### config.mk
export PLATFORM = sky130hd
export DESIGN_NAME = spi_adc_responder_flat
export DESIGN_NICKNAME = d
export VERILOG_FILES = /design/src/rtl/spi_adc_responder_if.sv /design/src/rtl/spi_adc_responder.sv /design/src/flat_wrapper.sv
export SDC_FILE = /design/constraint.sdc
export NUM_CORES = 1
export LEC_CHECK = 0
export ABC_AREA = 1
export BUFFER_PORTS_ARGS = -buffer_cell sky130_fd_sc_hd__buf_2
export CAP_MARGIN = 20
export CORE_ASPECT_RATIO = 1.75
export CORE_MARGIN = 3
export CORE_UTILIZATION = 49
export DETAILED_ROUTE_END_ITERATION = 8
export MAX_ROUTING_LAYER = met4
export PLACE_DENSITY = 0.82
export SYNTH_ARGS = -nofsm -noshare
export SYNTH_HDL_FRONTEND = slang
export SYNTH_SLANG_ARGS = --single-unit
### constraint.sdc
create_clock -name clk -period 1.7 [get_ports clk]
set_input_delay 0.085 -clock clk [delete_from_list [all_inputs] [get_ports clk]]
set_output_delay 0.085 -clock clk [all_outputs]
set_load 0.05 [all_outputs]
### src/rtl/spi_adc_responder_if.sv
// Signal bundle between an SPI master (plus sample source) and spi_adc_responder.
interface spi_adc_responder_if #(
    parameter int unsigned DATA_W = 12
);
    logic              cs_n;
    logic              sck;
    logic              miso;
    logic              miso_oe;
    logic [DATA_W-1:0] sample_in;
    logic              sample_valid;
    logic              sample_ack;
    logic              stale;
    logic              busy;
    logic              frame_done;
    logic              aborted;

    modport master (
        output cs_n, sck, sample_in, sample_valid,
        input  miso, miso_oe, sample_ack, stale, busy, frame_done, aborted
    );

    modport slave (
        input  cs_n, sck, sample_in, sample_valid,
        output miso, miso_oe, sample_ack, stale, busy, frame_done, aborted
    );
endinterface

### src/rtl/spi_adc_responder.sv
// Serial ADC emulator: latches a sample on chip-select fall and shifts it out
// MSB-first in SPI mode 0 after LEAD_BITS zero bits. All outputs are registered.
module spi_adc_responder #(
    parameter int unsigned DATA_W    = 12,
    parameter int unsigned LEAD_BITS = 3
) (
    input logic                clk,
    input logic                reset,
    spi_adc_responder_if.slave bus
);
    localparam int unsigned FRAME_LEN = LEAD_BITS + DATA_W;
    localparam int unsigned K_W       = (FRAME_LEN > 1) ? $clog2(FRAME_LEN) : 1;

    typedef enum logic [1:0] {StIdle, StShift, StDone} state_t;

    logic cs_meta, cs_sync, cs_prev;
    logic sck_meta, sck_sync, sck_prev;
    logic cs_fall, cs_rise, sck_fall;

    state_t            state_q;
    logic [K_W-1:0]    k_q;
    logic [DATA_W-1:0] shreg_q;
    logic [DATA_W-1:0] last_sample_q;
    logic              miso_q, miso_oe_q, busy_q, stale_q;
    logic              ack_q, done_q, aborted_q;

    // Bring cs_n and sck into the clk domain; the third flop gives edge detection.
    always_ff @(posedge clk) begin
        if (reset) begin
            cs_meta  <= 1'b1;
            cs_sync  <= 1'b1;
            cs_prev  <= 1'b1;
            sck_meta <= 1'b0;
            sck_sync <= 1'b0;
            sck_prev <= 1'b0;
        end else begin
            cs_meta  <= bus.cs_n;
            cs_sync  <= cs_meta;
            cs_prev  <= cs_sync;
            sck_meta <= bus.sck;
            sck_sync <= sck_meta;
            sck_prev <= sck_sync;
        end
    end

    assign cs_fall  = cs_prev & ~cs_sync;
    assign cs_rise  = ~cs_prev & cs_sync;
    assign sck_fall = sck_prev & ~sck_sync;

    // Frame bit idx: zero during the lead-in, then the word MSB-first.
    function automatic logic frame_bit(input logic [DATA_W-1:0] data, input logic [K_W-1:0] idx);
        logic [DATA_W-1:0] shifted;
        if (32'(idx) < LEAD_BITS) begin
            return 1'b0;
        end
        shifted = data << (32'(idx) - LEAD_BITS);
        return shifted[DATA_W-1];
    endfunction

    // Frame state machine with registered outputs; cs edges take priority over sck.
    always_ff @(posedge clk) begin
        if (reset) begin
            state_q       <= StIdle;
            k_q           <= '0;
            shreg_q       <= '0;
            last_sample_q <= '0;
            miso_q        <= 1'b0;
            miso_oe_q     <= 1'b0;
            busy_q        <= 1'b0;
            stale_q       <= 1'b0;
            ack_q         <= 1'b0;
            done_q        <= 1'b0;
            aborted_q     <= 1'b0;
        end else begin
            ack_q     <= 1'b0;
            done_q    <= 1'b0;
            aborted_q <= 1'b0;
            unique case (state_q)
                StIdle: begin
                    if (cs_fall) begin
                        state_q   <= StShift;
                        k_q       <= '0;
                        busy_q    <= 1'b1;
                        miso_oe_q <= 1'b1;
                        if (bus.sample_valid) begin
                            shreg_q       <= bus.sample_in;
                            last_sample_q <= bus.sample_in;
                            ack_q         <= 1'b1;
                            stale_q       <= 1'b0;
                            miso_q        <= frame_bit(bus.sample_in, '0);
                        end else begin
                            // No fresh sample: repeat the previous one and flag it.
                            shreg_q <= last_sample_q;
                            stale_q <= 1'b1;
                            miso_q  <= frame_bit(last_sample_q, '0);
                        end
                    end
                end
                StShift: begin
                    if (cs_rise) begin
                        state_q   <= StIdle;
                        aborted_q <= 1'b1;
                        miso_oe_q <= 1'b0;
                        busy_q    <= 1'b0;
                        miso_q    <= 1'b0;
                    end else if (sck_fall) begin
                        if (k_q == K_W'(FRAME_LEN - 1)) begin
                            state_q <= StDone;
                            done_q  <= 1'b1;
                            miso_q  <= 1'b0;
                        end else begin
                            k_q    <= k_q + K_W'(1);
                            miso_q <= frame_bit(shreg_q, k_q + K_W'(1));
                        end
                    end
                end
                StDone: begin
                    if (cs_rise) begin
                        state_q   <= StIdle;
                        miso_oe_q <= 1'b0;
                        busy_q    <= 1'b0;
                        miso_q    <= 1'b0;
                    end
                end
                default: state_q <= StIdle;
            endcase
        end
    end

    assign bus.miso       = miso_q;
    assign bus.miso_oe    = miso_oe_q;
    assign bus.busy       = busy_q;
    assign bus.stale      = stale_q;
    assign bus.sample_ack = ack_q;
    assign bus.frame_done = done_q;
    assign bus.aborted    = aborted_q;
endmodule

### src/flat_wrapper.sv
// flat-port wrapper written by rule: the top's interface ports become plain ports
module spi_adc_responder_flat 
#(
    parameter int unsigned DATA_W    = 12,
    parameter int unsigned LEAD_BITS = 3
)
  (clk, reset, bus_cs_n, bus_sck, bus_sample_in, bus_sample_valid, bus_miso, bus_miso_oe, bus_sample_ack, bus_stale, bus_busy, bus_frame_done, bus_aborted);
  spi_adc_responder_if #(.DATA_W(DATA_W)) bus_i ();
  input logic clk;
  input logic reset;
  input wire logic [$bits(bus_i.cs_n)-1:0] bus_cs_n;
  input wire logic [$bits(bus_i.sck)-1:0] bus_sck;
  input wire logic [$bits(bus_i.sample_in)-1:0] bus_sample_in;
  input wire logic [$bits(bus_i.sample_valid)-1:0] bus_sample_valid;
  output wire logic [$bits(bus_i.miso)-1:0] bus_miso;
  output wire logic [$bits(bus_i.miso_oe)-1:0] bus_miso_oe;
  output wire logic [$bits(bus_i.sample_ack)-1:0] bus_sample_ack;
  output wire logic [$bits(bus_i.stale)-1:0] bus_stale;
  output wire logic [$bits(bus_i.busy)-1:0] bus_busy;
  output wire logic [$bits(bus_i.frame_done)-1:0] bus_frame_done;
  output wire logic [$bits(bus_i.aborted)-1:0] bus_aborted;
  assign bus_i.cs_n = bus_cs_n;
  assign bus_i.sck = bus_sck;
  assign bus_i.sample_in = bus_sample_in;
  assign bus_i.sample_valid = bus_sample_valid;
  assign bus_miso = bus_i.miso;
  assign bus_miso_oe = bus_i.miso_oe;
  assign bus_sample_ack = bus_i.sample_ack;
  assign bus_stale = bus_i.stale;
  assign bus_busy = bus_i.busy;
  assign bus_frame_done = bus_i.frame_done;
  assign bus_aborted = bus_i.aborted;
  spi_adc_responder #(.DATA_W(DATA_W), .LEAD_BITS(LEAD_BITS)) u_core (.clk(clk), .reset(reset), .bus(bus_i));
endmodule
Word level (Yosys, flattened, before mapping)
Cells that the tools add are included.

Flip-flop bits (word level): 30. Output and inout port bits: 7. Logic and storage cells: 86.

Add/subtract/negate cells: 2. $lt $le $gt $ge: 1. Equality and inequality tests: 11. Shift operators: 1. Muxes and demuxes: 32. Bitwise gates (word level): 10. Reductions and logical operators: 14.

Operators by type and width (count): left shift 12 x 32 -> 12 bit (1); two-way mux 1 bit (18); two-way mux 4 bit (4); two-way mux 12 bit (1); two-way mux 2 bit (5); inequality test 2 x 1 -> 1 bit (second input constant) (4); one-hot mux 4 bit (2 select lines) (1); AND reduction 4 bit (2); inverter 1 bit (7); inequality test 3 x 1 -> 1 bit (second input constant) (2); one-hot mux 2 bit (3 select lines) (1); AND reduction 3 bit (2); AND reduction 5 bit (1); subtractor 4 x 2 -> 5 bit (second input constant) (1); adder 4 x 1 -> 4 bit (second input constant) (1); == test 4 bit (second input constant) (1); less-than comparator 4 x 2 -> 1 bit (second input constant) (1); inequality test 2 bit (second input constant) (2); nonzero test 2 bit (2); OR reduction 2 bit (2); OR reduction 4 bit (1); bitwise AND 1 bit (3); one-hot mux 1 bit (3 select lines) (1); nonzero test 3 bit (1); 6 further kinds (6).

Logic depth before layout (Yosys ltp)
Gate-level depths: netlist of run 1.

Depth after elaboration: 13. Mapped depth: 13. Mapped depth without buffers: 12.

Worst setup path after synthesis of run 1
OpenSTA, ideal clock, no wires.

Path kind: reg2reg. Start point: register u_core.k_q[0]. End point: register u_core.miso_q, in the netlist u_core.bus.miso. Arrival: 1529 ps. Slack: 41 ps. Cell stages (with the launch flop): 14. Path buffers: 1. Clock period less this slack: 1659 ps. Path through: dfxtp_1 > buf_2 > inv_1 > ha_1 > nand2_1 > clkinv_1 > nand2_1 > nand3_1 > nand2_1 > nand2_1 > nand2_1 > nand2_1 > nand2_1 > a21oi_2.

Longest elaborated chain between the ends: 13. Elaborated cells on any way between the ends: 16. Those cells by class: add/sub (2); order compare (1); eq/ne (1); shift (1); mux (11).

RTL lines: start: declaration (line spi_adc_responder.sv:21) `logic [K_W-1:0] k_q;`; start signal: assignment (line spi_adc_responder.sv:112) `k_q <= k_q + K_W'(1);`; adder 4 x 1 -> 4 bit (line spi_adc_responder.sv:113) `miso_q <= frame_bit(shreg_q, k_q + K_W'(1));`; less-than comparator 4 x 2 -> 1 bit (line spi_adc_responder.sv:53) `if (32'(idx) < LEAD_BITS) begin`; two-way mux 1 bit (line spi_adc_responder.sv:53); two-way mux 1 bit (line spi_adc_responder.sv:107) `if (k_q == K_W'(FRAME_LEN - 1)) begin`; two-way mux 1 bit (line spi_adc_responder.sv:106) `end else if (sck_fall) begin`; two-way mux 1 bit (line spi_adc_responder.sv:100) `if (cs_rise) begin`; two-way mux 1 bit (line spi_adc_responder.sv:78) `unique case (state_q)`; two-way mux 1 bit (line spi_adc_responder.sv:62) `if (reset) begin`; two-way mux 1 bit (line spi_adc_responder.sv:56) `shifted = data << (32'(idx) - LEAD_BITS);`; two-way mux 1 bit (*) (line spi_adc_responder.sv:107); two-way mux 1 bit (*) (line spi_adc_responder.sv:106); two-way mux 1 bit (*) (line spi_adc_responder.sv:100); one-hot mux 1 bit (3 select lines) (*) (line spi_adc_responder.sv:78); end signal: assignment (line spi_adc_responder.sv:90) `miso_q <= frame_bit(bus.sample_in, '0);`; end signal: assignment (line spi_adc_responder.sv:95) `miso_q <= frame_bit(last_sample_q, '0);`; end signal: assignment (line spi_adc_responder.sv:113); end: declaration (line spi_adc_responder.sv:24) `logic miso_q, miso_oe_q, busy_q, stale_q;`.

Mark *: on every way between the ends. The rest lies on a longest branch, timed or not. The select of a mux whose other input is x is not followed. A chain may end at the register's enable or synchronous reset.

Worst setup path after layout of run 1
Start point: register u_core.state_q[0]. End point: register u_core.shreg_q[8].

Longest elaborated chain between the ends: 2.

RTL lines: start: declaration (line spi_adc_responder.sv:20) `state_t state_q;`; start signal: assignment (line spi_adc_responder.sv:63) `state_q <= StIdle;`; start signal: assignment (line spi_adc_responder.sv:81) `state_q <= StShift;`; start signal: assignment (line spi_adc_responder.sv:101) `state_q <= StIdle;`; logical NOT 2 bit (line spi_adc_responder.sv:78); AND reduction 3 bit (no source line); end signal: assignment (line spi_adc_responder.sv:86) `shreg_q <= bus.sample_in;`; end signal: assignment (line spi_adc_responder.sv:93) `shreg_q <= last_sample_q;`; end: declaration (line spi_adc_responder.sv:22) `logic [DATA_W-1:0] shreg_q;`.

No other way between the ends.

==> results.ini, run 1 <==
[synthesis]
ys_types=25
postSynthCellCount=202
avgSynthCellArea_sq_um=7.08
yosysSeqAreaShare_pct=42.0
synth_warnings=0
yosys_register_bits=30
synth_nets=226
synth.cell_area_sq_um=1430

[global_routing]
overflow=0
met1_usage_pct=21.6
grt_max_degree=20
grt.busiest_layer=met2
track_usage_pct=21.4
grt_pass1_wl_mm=5.55
grt_pass1_vias=1360
grtUsageMet2_pct=35.1
antenna_found_initial=0
grtUsageMet3_pct=5.10

[hold_path]
hold_path.class=in -> reg
hold_start=reset
worstHoldPathCells=2

[sta]
finalHoldViolations=0
worst_pin_slew_ns=0.491
period_minus_slack_ns=1.55
max_freq_mhz=644
report.final.slew_viol_count=0
fin_crit_sh_pct=91.4
setup_ws_ns=0.146
finalSetupViolCount=0
slew_headroom_pct=67.0
skew_ns=0.00754

[detailed_routing]
post-route-drc-count=0
ant_nets=0
via_count=1364
drt_iter0_drc=23
first_pass_iters=4
wl_mm=3.19
post_drt_via_cell_ratio=5.01
routedWlPerCell_um=11.7

[floorplan]
pin_count=24
fp.dieH_um=77.5
rows=25
start_util_pct=52.0
dieWidth_um=46.8
die_area_sq_um=3630
design.core.area_sq_um=2750

[worst_setup_path]
cp_data_required_time_ns=1.93
r2r_cells=9
crit_end=u_core.shreg_q[8]$_SDFFE_PP0P_
crit_arrival_ns=1.78
cp-end-kind=register
start_kind=register
crit_start=u_core.state_q[0]$_SDFFE_PP0P_
crit_path_max_fanout=9
r2r-end=u_core.shreg_q[8]$_SDFFE_PP0P_
rr_startpoint=u_core.state_q[0]$_SDFFE_PP0P_
r2r_slack_ns=0.15
crit_type=reg -> reg

[pwr]
ir_drop_mv=0.947
p_leak_uw=0.000892
power_density_nw_per_um2=1330
power_uw=2440

[place]
io_buffers=23
pre_cts_ws_ns=0.121
dpl.hpwl_mm=2.08
place_congestion=0.854

[flow_run]
drv_cap=0

[finish]
final_cell_mix=73 x nand2_1, 29 x dfxtp_1, 24 x nand3_1
final_nets=268
final_common_cell=nand2_1
syn_to_final_growth_pct=29.0
finalCoreUtilization_pct=67.0
diodes=0
final_layout_size_suffix_gt1_share_pct=22.9

[clocking]
path_clk_slew_ns=0.07
cts_max_level=2
clock_path_buffers=2
cts_root_buffer=clkbuf_8
numCtsBuffers=5
cts_tree=built
post_cts_buffers=0
insertion_delay_ns=0.29
cts_sinks=30

[status]
status=complete, no violations

[timing repair]
item / 4_1_cts / 5_1_grt
hold endpoints to repair: 14 / 0
endpoints found under the setup margin: 0 / 9
gates resized for setup: 0 / 10
hold buffers: 14 / 0
[routing by layer]
layer | share of wire [%] | vias to the layer above
li1 | - | 717
met1 | 36 | 613
met2 | 57 | 24
met3 | 3.5 | 10
met4 | 3.2 | 0
met5 | 0 | -
[sequential cells by signal, summed over array words and instances (netlist names)]
register / cells
u_core.cs_sync: 1
u_core.cs_meta: 1
u_core.bus.miso_oe: 1
u_core.sck_prev: 1
u_core.cs_prev: 1
u_core.sck_meta: 1
u_core.sck_sync: 1
u_core.k_q: 4
u_core.bus.stale: 1
u_core.bus.frame_done: 1
u_core.state_q: 2
u_core.bus.miso: 1
u_core.bus.aborted: 1
u_core.bus.sample_ack: 1
u_core.shreg_q: 12
[power by group]
part           switching, uW  total [uW]  internal, uW  leakage [uW]
sequential              51.0         833           782      0.000245
clock                    276         601           325     0.0000472
combinational            653        1010           359      0.000600
[logic make-up after synthesis]
logic type / Yosys count / share of synthesized area (%)
DFF: 30 / 42.0
and+or+nand+nor: 120 / 35.9
adders and majority gates: 7 / 6.12
AOI/OAI and AO/OA: 18 / 8.22
buffers and inverters: 27 / 7.79
[how the worst min path moves through the flow]
| stage | endpoint |
|---|---|
| finish | u_core.sck_prev$_SDFF_PP0_ |
| global route | u_core.bus.sample_ack$_SDFF_PP0_ |
| CTS | u_core.bus.sample_ack$_SDFF_PP0_ |
| detailed placement | u_core.cs_meta$_SDFF_PP1_ |
| global placement | u_core.shreg_q[8]$_SDFFE_PP0P_ |
| floorplan | u_core.shreg_q[0]$_SDFFE_PP0P_ |
[metrics by stage]
step           cells  TNS (ns)  hold slack (ns)  area, sq um
2_1_floorplan    202         0            0.188         1430
3_3_place_gp     250         0            0.270         1580
3_5_place_dp     250         0            0.274         1580
4_1_cts          272         0           0.0983         1810
5_1_grt          272  -0.00736            0.143         1840
6_report         272         0            0.126         1840
[cells in the mapped netlist]
library cell,instances,area share [%]
a21oi_4,1,1.1
or2_0,1,0.44
clkbuf_1,2,0.53
a21oi_2,1,0.61
buf_2,2,0.70
nor2_2,3,1.3
o211ai_2,1,0.87
o21ai_1,4,1.4
nand2_1,75,20
nand2_2,2,0.87
buf_4,2,1.0
nand3_1,24,8.4
a21oi_1,8,2.8
nor2_4,1,0.79
clkinv_1,2,0.53
nor3_1,2,0.70
o21ai_0,2,0.70
nand4_1,1,0.44
o211a_1,1,0.70
ha_1,7,6.1
or2_2,2,0.87
dfxtp_1,30,42
nor2_1,9,2.4
inv_1,15,3.9
inv_2,4,1.0
[worst max-delay path, cell delays in order, from the launching register on]
cell	delay [ns]
dfxtp_1	0.34
inv_1	0.11
ha_2	0.22
inv_1	0.05
nor2_1	0.17
nand2_1	0.14
nor2_4	0.15
buf_4	0.18
nand2_1	0.08
nand2_1	0.06
[final cells by class]
| cell class | count | area (sq um) |
|---|---|---|
| clock inverters | 2 | 12.5 |
| inverters | 21 | 78.8 |
| fillers | 232 | 908 |
| clock buffers | 6 | 82.6 |
| repair buffers | 41 | 289 |
| well taps | 27 | 33.8 |
| multi-input cells | 145 | 746 |
| flip-flops and latches | 30 | 602 |
Power figures use the tool's default switching activity.
==> run 2: changes to the inputs <==
Settings changed: CORE_UTILIZATION 49 to 50, PLACE_DENSITY 0.82 to 0.8.
Clock period 1.7 ns to 1.57 ns, I/O delays scaled along.
==> results.ini, run 2 (same netlist as run 1, synthesis figures left out) <==
[pwr]
power_density_nw_per_um2=1430
ir_drop_mv=1.23
p_leak_uw=0.000918

[global_routing]
grt_pass1_wl_mm=5.72
antenna_found_initial=0
overflow=0
grt_pass1_vias=1356
track_usage_pct=22.7
grt_max_degree=14

[finish]
final_common_cell=nand2_1
final_area_sq_um=1910
final_cell_mix=70 x nand2_1, 27 x dfxtp_1, 24 x nand3_1
syn_to_final_growth_pct=33.5
reg.largest.list=u_core.shreg_q: 12 flops, u_core.k_q: 4 flops, u_core.state_q: 2 flops
final_nets=272
fillers=203
largest_reg_flops=12
final_layout_size_suffix_gt1_share_pct=27.7
diodes=0
finalCoreUtilization_pct=70.2
top_register=u_core.shreg_q

[floorplan]
pin_count=24
fp.dieH_um=76.8
design.core.area_sq_um=2720
rows=25
die_area_sq_um=3560
start_util_pct=52.6
dieWidth_um=46.4

[clocking]
cts_sinks=30
path_clk_slew_ns=0.07
cts_root_buffer=clkbuf_8
clock_path_buffers=2
numCtsBuffers=5
cts_tree=built
insertion_delay_ns=0.29
cts_max_level=2

[place]
place_congestion=0.847
dpl_cell_area_sq_um=1600
pre_cts_ws_ns=-0.0131
io_buffers=23
dpl.hpwl_mm=2.17

[detailed_routing]
wl_mm=3.48
ant_nets=0
post-route-drc-count=0
first_pass_iters=4
post_drt_via_cell_ratio=5.20
drt_iter0_drc=33
via_count=1436
routedWlPerCell_um=12.6

[worst_setup_path]
crit_arrival_ns=1.67
cp-end-kind=register
r2r_cells=8
start_kind=register
cp_data_required_time_ns=1.75
crit_path_max_fanout=5
crit_type=reg -> reg

[hold_path]
worstHoldPathCells=3
hold_path.class=in -> reg

[sta]
setup_ws_ns=0.0831
max_freq_mhz=673
finalSetupViolCount=0
period_minus_slack_ns=1.49
fin_crit_sh_pct=94.7
skew_ns=0.00730
finalHoldViolations=0
worst_pin_slew_ns=0.288
report.final.slew_viol_count=0
slew_headroom_pct=80.7
holdWs_ns=0.0352
rsz0062_at_grt=true
fin_tns_setup_ns=0

[flow_run]
drv_cap=0

[status]
status=complete, no violations

==> run 2: cell count changes in the layout (fill, tap and decap cells not counted), moves of 2 or more <==
cell	delta
nand2_1	-3
inv_1	-3
buf_4	+4
inv_2	+2
ha_4	+2
dfxtp_1	-2
nand2_2	+3
==> run 2: power breakdown <==
part           switching [uW]  internal, uW
Clock                     293           353
Combinational             723           439
Sequential               73.3           857
Total                    1090          1650
==> run 2: final timing paths <==
kind                                   start                          to  slack (ns)
setup / recovery  u_core.k_q[1]$_SDFFE_PP0P_  u_core.k_q[0]$_SDFFE_PP0P_        0.08
hold / removal                       bus_sck  u_core.sck_meta$_SDFF_PP0_        0.04
setup reg to reg  u_core.k_q[1]$_SDFFE_PP0P_  u_core.k_q[0]$_SDFFE_PP0P_        0.08
hold reg to reg   u_core.sck_meta$_SDFF_PP0_  u_core.sck_sync$_SDFF_PP0_        0.40
==> run 2: metal layers <==
layer | part of all wire, % | track usage, % | vias up
met4 | 3.5 | 15.1 | 0
li1 | - | - | 729
met1 | 36 | 21.5 | 656
met2 | 56 | 37.8 | 38
met3 | 4.3 | 5.16 | 13
met5 | 0 | - | -
==> run 2: through the flow <==
step                      instances  total power, uW
after floorplan                 202             1730
after global placement          252             1930
after detailed placement        252             1940
after CTS                       273             2610
after global routing            276             2910
final                           276             2740
==> run 2: timing repair <==
item / CTS / global route
endpoints found under the hold margin: 13 / 0
resized for setup: 1 / 20
endpoints found under the setup margin: 3 / 14
hold buffers: 13 / 0
pin swaps: 0 / 4
setup buffers: 0 / 3
==> run 2: critical path, cell delays in order (launching register included) <==
cell and delay [ns]:
dfxtp_2 0.37, buf_4 0.15, ha_1 0.18, nand3_1 0.11
nand2_2 0.11, a21oi_4 0.20, inv_2 0.08, a21oi_1 0.12
nor2_1 0.05
==> run 2: cell type report <==
cell class	count	area [sq um]	share of cell area, %
Clock inverter	1	5.00	0.262
Sequential cell	30	607	31.8
Timing Repair Buffer	45	320	16.8
Inverter	21	81.3	4.26
Multi-Input combinational cell	145	776	40.6
Tap cell	27	33.8	1.77
Clock buffer	7	86.3	4.52
